### config.mk
export PLATFORM = sky130hd
export DESIGN_NAME = alu16_mul_seq
export DESIGN_NICKNAME = d
export VERILOG_FILES = /design/src/rtl/alu16_mul_seq.sv
export SDC_FILE = /design/constraint.sdc
export NUM_CORES = 1
export LEC_CHECK = 0
export BUFFER_PORTS_ARGS = -buffer_cell sky130_fd_sc_hd__buf_4
export CORE_MARGIN = 1
export CORE_UTILIZATION = 50
export CTS_CLUSTER_SIZE = 12
export DETAILED_ROUTE_END_ITERATION = 8
export GPL_TIMING_DRIVEN = 0
export PLACE_DENSITY = 0.78
export SYNTH_ARGS = -nofsm -noshare
export SYNTH_HDL_FRONTEND = slang
export SYNTH_SLANG_ARGS = --single-unit
### constraint.sdc
create_clock -name clk -period 26 [get_ports clk]
set_clock_uncertainty 0.2 [all_clocks]
set_input_delay 3.9 -clock clk [delete_from_list [all_inputs] [get_ports clk]]
set_output_delay 3.9 -clock clk [all_outputs]
set_load 0.1 [all_outputs]
### src/rtl/alu16_mul_seq.sv
// -----------------------------------------------------------------------------
// alu16_mul_seq
//
// Multi-cycle shift-and-add multiplier sequencer for the ALU16 datapath.
// One 16-bit ripple-carry adder (rip_adder8, LENGTH=16) is shared between:
//   * the multiply sequence, which owns the adder whenever busy=1, and
//   * an external ALU port, which may use it combinationally while idle.
//
// Optional feature (macro MUL_SIGNED_EN):
//   undefined (default): unsigned multiply.
//                        States IDLE -> ITER x16 -> IDLE. Latency 16.
//   defined            : two's-complement multiply. States IDLE -> PRE_A ->
//                        PRE_B -> ITER x16 -> POST_LO -> POST_HI -> IDLE.
//                        Latency 20, independent of operand signs.
//
// Ports:
//   clk      in   rising-edge clock
//   rst      in   synchronous reset, active-high, has priority over start
//   start    in   multiply request, sampled only while busy=0
//   op_a     in   [15:0] multiplicand, captured on the accepting edge
//   op_b     in   [15:0] multiplier, captured on the accepting edge
//   busy     out  multiply in progress
//   done     out  one-cycle pulse, product valid
//   product  out  [31:0] registered result, held until the next completion
//   ext_a    in   [15:0] external adder operand A
//   ext_b    in   [15:0] external adder operand B
//   ext_cin  in   external carry-in
//   ext_gnt  out  adder granted to the external port (= !busy)
//   ext_sum  out  [15:0] adder sum when granted, else 0
//   ext_cout out  adder carry-out when granted, else 0
// -----------------------------------------------------------------------------

// 16-bit ripple-carry adder shared by the sequencer and the external port.
module rip_adder8 #(
  parameter int LENGTH = 16
) (
  input  logic [LENGTH-1:0] i_a,
  input  logic [LENGTH-1:0] i_b,
  input  logic              i_cin,
  output logic [LENGTH-1:0] o_sum,
  output logic              o_cout
);

  // Carry ripples bit by bit through a local variable of the block.
  always_comb begin
    logic c;
    c      = i_cin;
    o_sum  = '0;
    for (int i = 0; i < LENGTH; i++) begin
      o_sum[i] = i_a[i] ^ i_b[i] ^ c;
      c        = (i_a[i] & i_b[i]) | (c & (i_a[i] ^ i_b[i]));
    end
    o_cout = c;
  end

endmodule

module alu16_mul_seq #(
  parameter int WIDTH = 16
) (
  input  logic               clk,
  input  logic               rst,
  input  logic               start,
  input  logic [WIDTH-1:0]   op_a,
  input  logic [WIDTH-1:0]   op_b,
  output logic               busy,
  output logic               done,
  output logic [2*WIDTH-1:0] product,
  input  logic [WIDTH-1:0]   ext_a,
  input  logic [WIDTH-1:0]   ext_b,
  input  logic               ext_cin,
  output logic               ext_gnt,
  output logic [WIDTH-1:0]   ext_sum,
  output logic               ext_cout
);

`ifdef MUL_SIGNED_EN
  typedef enum logic [2:0] {
    S_IDLE    = 3'd0,
    S_PRE_A   = 3'd1,
    S_PRE_B   = 3'd2,
    S_ITER    = 3'd3,
    S_POST_LO = 3'd4,
    S_POST_HI = 3'd5
  } state_t;
`else
  typedef enum logic [2:0] {
    S_IDLE = 3'd0,
    S_ITER = 3'd3
  } state_t;
`endif

  // ---------------------------------------------------------------------------
  // State and datapath registers
  // ---------------------------------------------------------------------------
  state_t             r_state;
  logic [WIDTH-1:0]   r_mcand;
  logic [WIDTH-1:0]   r_hi;
  logic [WIDTH-1:0]   r_lo;
  logic [3:0]         r_cnt;
  logic               r_busy;
  logic               r_done;
  logic [2*WIDTH-1:0] r_product;
`ifdef MUL_SIGNED_EN
  logic               r_sign;   // result sign, op_a[15]^op_b[15] at accept
  logic               r_carry;  // carry from POST_LO into POST_HI
`endif

  // ---------------------------------------------------------------------------
  // Shared adder and its input mux
  // ---------------------------------------------------------------------------
  logic [WIDTH-1:0] w_add_a;
  logic [WIDTH-1:0] w_add_b;
  logic             w_add_cin;
  logic [WIDTH-1:0] w_sum;
  logic             w_cout;

  // NOTE: every output of a combinational block gets a default first, so no
  // path through the case/if tree leaves it unassigned and infers a latch.
  always_comb begin
    w_add_a   = ext_a;
    w_add_b   = ext_b;
    w_add_cin = ext_cin;
    if (r_busy) begin
      // Partial-product step: hi + (lo[0] ? mcand : 0).
      w_add_a   = r_hi;
      w_add_b   = r_lo[0] ? r_mcand : '0;
      w_add_cin = 1'b0;
`ifdef MUL_SIGNED_EN
      case (r_state)
        // Magnitude: ~x + 1 when negative, x + 0 otherwise.
        S_PRE_A: begin
          w_add_a   = r_mcand[WIDTH-1] ? ~r_mcand : r_mcand;
          w_add_b   = '0;
          w_add_cin = r_mcand[WIDTH-1];
        end
        S_PRE_B: begin
          w_add_a   = r_lo[WIDTH-1] ? ~r_lo : r_lo;
          w_add_b   = '0;
          w_add_cin = r_lo[WIDTH-1];
        end
        // 32-bit negate split over two adder passes; the low-half carry
        // becomes the high-half carry-in. With sign=0 both passes add 0.
        S_POST_LO: begin
          w_add_a   = r_sign ? ~r_lo : r_lo;
          w_add_b   = '0;
          w_add_cin = r_sign;
        end
        S_POST_HI: begin
          w_add_a   = r_sign ? ~r_hi : r_hi;
          w_add_b   = '0;
          w_add_cin = r_sign & r_carry;
        end
        default: ;
      endcase
`endif
    end
  end

  rip_adder8 #(
    .LENGTH (WIDTH)
  ) u_adder (
    .i_a    (w_add_a),
    .i_b    (w_add_b),
    .i_cin  (w_add_cin),
    .o_sum  (w_sum),
    .o_cout (w_cout)
  );

  // {cout,sum,lo} shifted right by one: the next {hi,lo} after an ITER step.
  logic [2*WIDTH-1:0] w_shifted;
  assign w_shifted = {w_cout, w_sum, r_lo[WIDTH-1:1]};

  // ---------------------------------------------------------------------------
  // Sequencer FSM with registered outputs
  // ---------------------------------------------------------------------------
  // NOTE: state is updated with non-blocking assignments so every register
  // samples the pre-edge values, independent of statement order.
  always_ff @(posedge clk) begin
    if (rst) begin
      r_state   <= S_IDLE;
      r_mcand   <= '0;
      r_hi      <= '0;
      r_lo      <= '0;
      r_cnt     <= '0;
      r_busy    <= 1'b0;
      r_done    <= 1'b0;
      r_product <= '0;
`ifdef MUL_SIGNED_EN
      r_sign    <= 1'b0;
      r_carry   <= 1'b0;
`endif
    end else begin
      r_done <= 1'b0;
      case (r_state)
        S_IDLE: begin
          // The done cycle is spent here, so a start held through completion
          // is accepted one edge later, never on the completing edge itself.
          if (start) begin
            r_mcand <= op_a;
            r_lo    <= op_b;
            r_hi    <= '0;
            r_cnt   <= '0;
            r_busy  <= 1'b1;
`ifdef MUL_SIGNED_EN
            r_sign  <= op_a[WIDTH-1] ^ op_b[WIDTH-1];
            r_carry <= 1'b0;
            r_state <= S_PRE_A;
`else
            r_state <= S_ITER;
`endif
          end
        end

`ifdef MUL_SIGNED_EN
        S_PRE_A: begin
          r_mcand <= w_sum;
          r_state <= S_PRE_B;
        end

        S_PRE_B: begin
          r_lo    <= w_sum;
          r_state <= S_ITER;
        end
`endif

        S_ITER: begin
          {r_hi, r_lo} <= w_shifted;
          r_cnt        <= r_cnt + 4'd1;
          if (r_cnt == 4'd15) begin
`ifdef MUL_SIGNED_EN
            r_state   <= S_POST_LO;
`else
            r_product <= w_shifted;
            r_done    <= 1'b1;
            r_busy    <= 1'b0;
            r_state   <= S_IDLE;
`endif
          end
        end

`ifdef MUL_SIGNED_EN
        S_POST_LO: begin
          r_lo    <= w_sum;
          r_carry <= w_cout;
          r_state <= S_POST_HI;
        end

        S_POST_HI: begin
          r_hi      <= w_sum;
          r_product <= {w_sum, r_lo};
          r_done    <= 1'b1;
          r_busy    <= 1'b0;
          r_state   <= S_IDLE;
        end
`endif

        default: begin
          r_busy  <= 1'b0;
          r_state <= S_IDLE;
        end
      endcase
    end
  end

  // ---------------------------------------------------------------------------
  // Outputs
  // ---------------------------------------------------------------------------
  assign busy     = r_busy;
  assign done     = r_done;
  assign product  = r_product;

  // External view is combinational from busy and the ext inputs; the sum is
  // forced to zero while the sequencer owns the adder.
  assign ext_gnt  = ~r_busy;
  assign ext_sum  = r_busy ? '0 : w_sum;
  assign ext_cout = ~r_busy & w_cout;

endmodule

==> flow_metrics.tcl <==
set metrics [dict create \
    status "finished, final reports clean" \
    timing.slew.headroom_pct 59.7 \
    max_freq_mhz 65.2 \
    yosys-top-cells-area "dfxtp_1, fa_1, a22o_1" \
    synth_compound_area_share_pct 15.9 \
    timing.rr.end "r_hi[14]" \
    yosysUniqueCellTypes 30 \
    dieArea_um2 8430 \
    path_cells "buf_4 -> mux2_2 -> fa_1 -> fa_1 -> fa_1 -> fa_1 -> fa_1 -> fa_1 -> fa_1 -> fa_1 -> fa_1 -> fa_1 -> fa_1 -> fa_1 -> fa_1 -> fa_1 -> inv_1 -> fa_1 -> inv_1 -> fa_1 -> nor2b_1 -> buf_4" \
    holdPathEnd "r_mcand[3]" \
    hold_path_class "reg2reg" \
    clk_path_buf_depth 2 \
    tightest_slew_ns 0.598 \
    antenna_found_initial 0 \
    peakVddDrop_v 0.0000285 \
    avgViaCountPerCell 5.26 \
    area_growth_syn_to_layout_pct 30.3 \
    max_stage_delay_ns 0.53 \
    start_util_pct 51.9 \
    end_kind "output pin" \
    whs_path_depth 2 \
    ys_ff_latch 86 \
    ant_nets 0 \
    crit_path_start "ext_a[0]" \
    regToRegSetupSlack_ns 17.80 \
    postCtsSetupBuffers 0 \
    hold_buffers 0 \
    seq_area_frac_synth_pct 42.7 \
    cts_tree "yes" \
    critPathKind "in2out" \
    ioPinCount 120 \
    fillers 661 \
    synth.largest_area_cell "dfxtp_1" \
    critical_path_buf_inv_count 4 \
    gp_congestion 0.866 \
    fin_ws_ns 10.67 \
    drc 0 \
    wl_um 10400 \
    leakagePower_nw 2.33 \
    dp_cells 660 \
    dpl.hpwl_um 7930 \
    ys_warn_count 0 \
    yosys-mux-area-fraction_pct 8.91 \
    synth_top_family_by_area "simple AND/OR/NAND/NOR gates" \
    grt_max_degree 16 \
    mostFrequentLayoutCells "buf_4, dfxtp_1, nand2_1" \
    worst_path_dominant_cell_family "adder cells" \
    fp.coreArea_um2 7770 \
    arrival_ns 11.23 \
    grt_pass1_wl_um 16400 \
    grt_overflow_total 0 \
    period_share_pct 59.0 \
    cap_violations 0 \
    worstPathRequired_ns 21.90 \
    postSynthCellCount 440 \
    start_kind "primary input" \
    synthSimpleGateAreaFrac_pct 17.0 \
    nNetsFinal 654 \
    synth.top_cell.area_share_pct 42.7 \
    port_buffers 118 \
    syn-num-nets 525 \
    layout-drive-gt1-share_pct 31.9 \
    firstDrtPassIters 4 \
    insertion_delay_ns 0.36 \
    r2r_start "r_state[0]" \
    cts_made_buffers 9 \
    cts_num_sinks 86 \
    dieWidth_um 91.8 \
    reg2reg_depth 23 \
    synth_fa_ha_area_share_pct 8.26 \
    h-tree-depth 3 \
    cp_max_fo 3 \
    p_per_area_nw_per_um2 66.7 \
    synth.avg_cell_area_um2 9.16 \
    first_iter_violations 189 \
    slew_violations 0 \
    fin_crit_ns 15.33 \
    gr-usage-all-layers_pct 25.2 \
    cts_resized 0 \
    finalHoldViolCount 0 \
    num_antenna_cells 0 \
    rsz0062_at_grt "false" \
    hp-start "r_mcand[3]" \
    synth_xor_area_share_pct 0.217 \
    tns_ns 0 \
    setup_violations 0 \
    path_common_cell "fa_1" \
    cts-root-buf "clkbuf_8" \
    crit_slowest_cell "fa_1" \
    vias 3558 \
    clk_pin_slew_worst_paths_ns 0.08 \
    holdWs_ns 0.260 \
    chipHeight_um 91.8 \
    wl_per_cell_um 15.3 \
    syn-cell-area_um2 4030 \
    layout.cells.non_filler 676 \
    placementRows 32 \
    pre_cts_slack_ns 10.71 \
    final_common_cell "buf_4" \
    grt_pass1_vias 3395 \
]
where the power goes:
part | leakage, nW | switching (mW) | internal, mW
sequential | 0.700 | 0.00312 | 0.137
combinational | 1.52 | 0.0771 | 0.0347
clock | 0.103 | 0.0503 | 0.0477
total | 2.33 | 0.131 | 0.220
synth_stat cells:
master,count
nor2_2,1
nand3_1,16
clkinv_1,1
dfxtp_1,86
nand2b_1,1
buf_6,4
o21a_1,1
and3_1,1
clkbuf_2,1
nor2_1,20
clkbuf_1,12
a41oi_1,1
nor2b_1,19
fa_1,16
nor3_1,1
a21oi_1,53
mux2i_1,1
buf_4,3
a22o_1,32
nand2_1,64
mux2_2,24
buf_2,16
buf_1,2
mux2_1,7
inv_1,19
nor3b_1,19
nand4_1,1
xor2_1,1
o21ai_0,16
ha_1,1
worst max path at each step:
stage                        endpoint  slack (ns)  depth (start not counted)
after floorplan           ext_sum[15]       10.27                         20
after global placement    ext_sum[15]       10.81                         22
after detailed placement  ext_sum[15]       10.71                         22
after CTS                 ext_sum[15]       10.69                         22
after global routing      ext_sum[15]       10.42                         22
final                     ext_sum[15]       10.67                         22
per-layer routing:
metal / GRT usage, % / wire, µm / up-vias
li1: - / - / 1744
met5: 0 / 0 / -
met3: 3.23 / 483 / 22
met4: 10.2 / 230 / 0
met1: 34.4 / 4720 / 1693
met2: 40.7 / 4940 / 99
flip-flops by register name, summed over array words and instances (netlist names):
register and flops:
product 32, r_hi 16, r_lo 16, r_mcand 16, r_cnt 4, done 1
r_state 1
per-stage QoR:
step                      utilization, %  area (µm²)  total power, mW
after floorplan                        -        4030            0.225
after global placement              64.9        5040            0.253
after detailed placement            64.9        5040            0.255
after CTS                           67.6        5250            0.351
after global routing                67.6        5250            0.364
final                               67.6        5250            0.350
worst min-delay path: stages (launching register included):
cell,delay (ns)
dfxtp_1,0.32
nand2_1,0.05
a21oi_1,0.05
cell families after synthesis:
kind of cell / after synthesis
compound gates: 103
mux: 32
fa+ha+maj: 17
simple gates: 143
buf+inv: 58
xor+xnor: 1
flops: 86
final cells by class:
| cell class | count | area [µm²] | area share, % |
|---|---|---|---|
| sequential | 86 | 1720 | 32.8 |
| buffer | 38 | 205 | 3.91 |
| inverter | 20 | 75.1 | 1.43 |
| multi-input combinational | 296 | 2030 | 38.6 |
| timing repair buffer | 118 | 886 | 16.9 |
| tap | 102 | 128 | 2.43 |
| clock buffer | 10 | 138 | 2.62 |
| clock inverter | 6 | 68.8 | 1.31 |
Note: power is estimated with default switching activity, not from simulation.
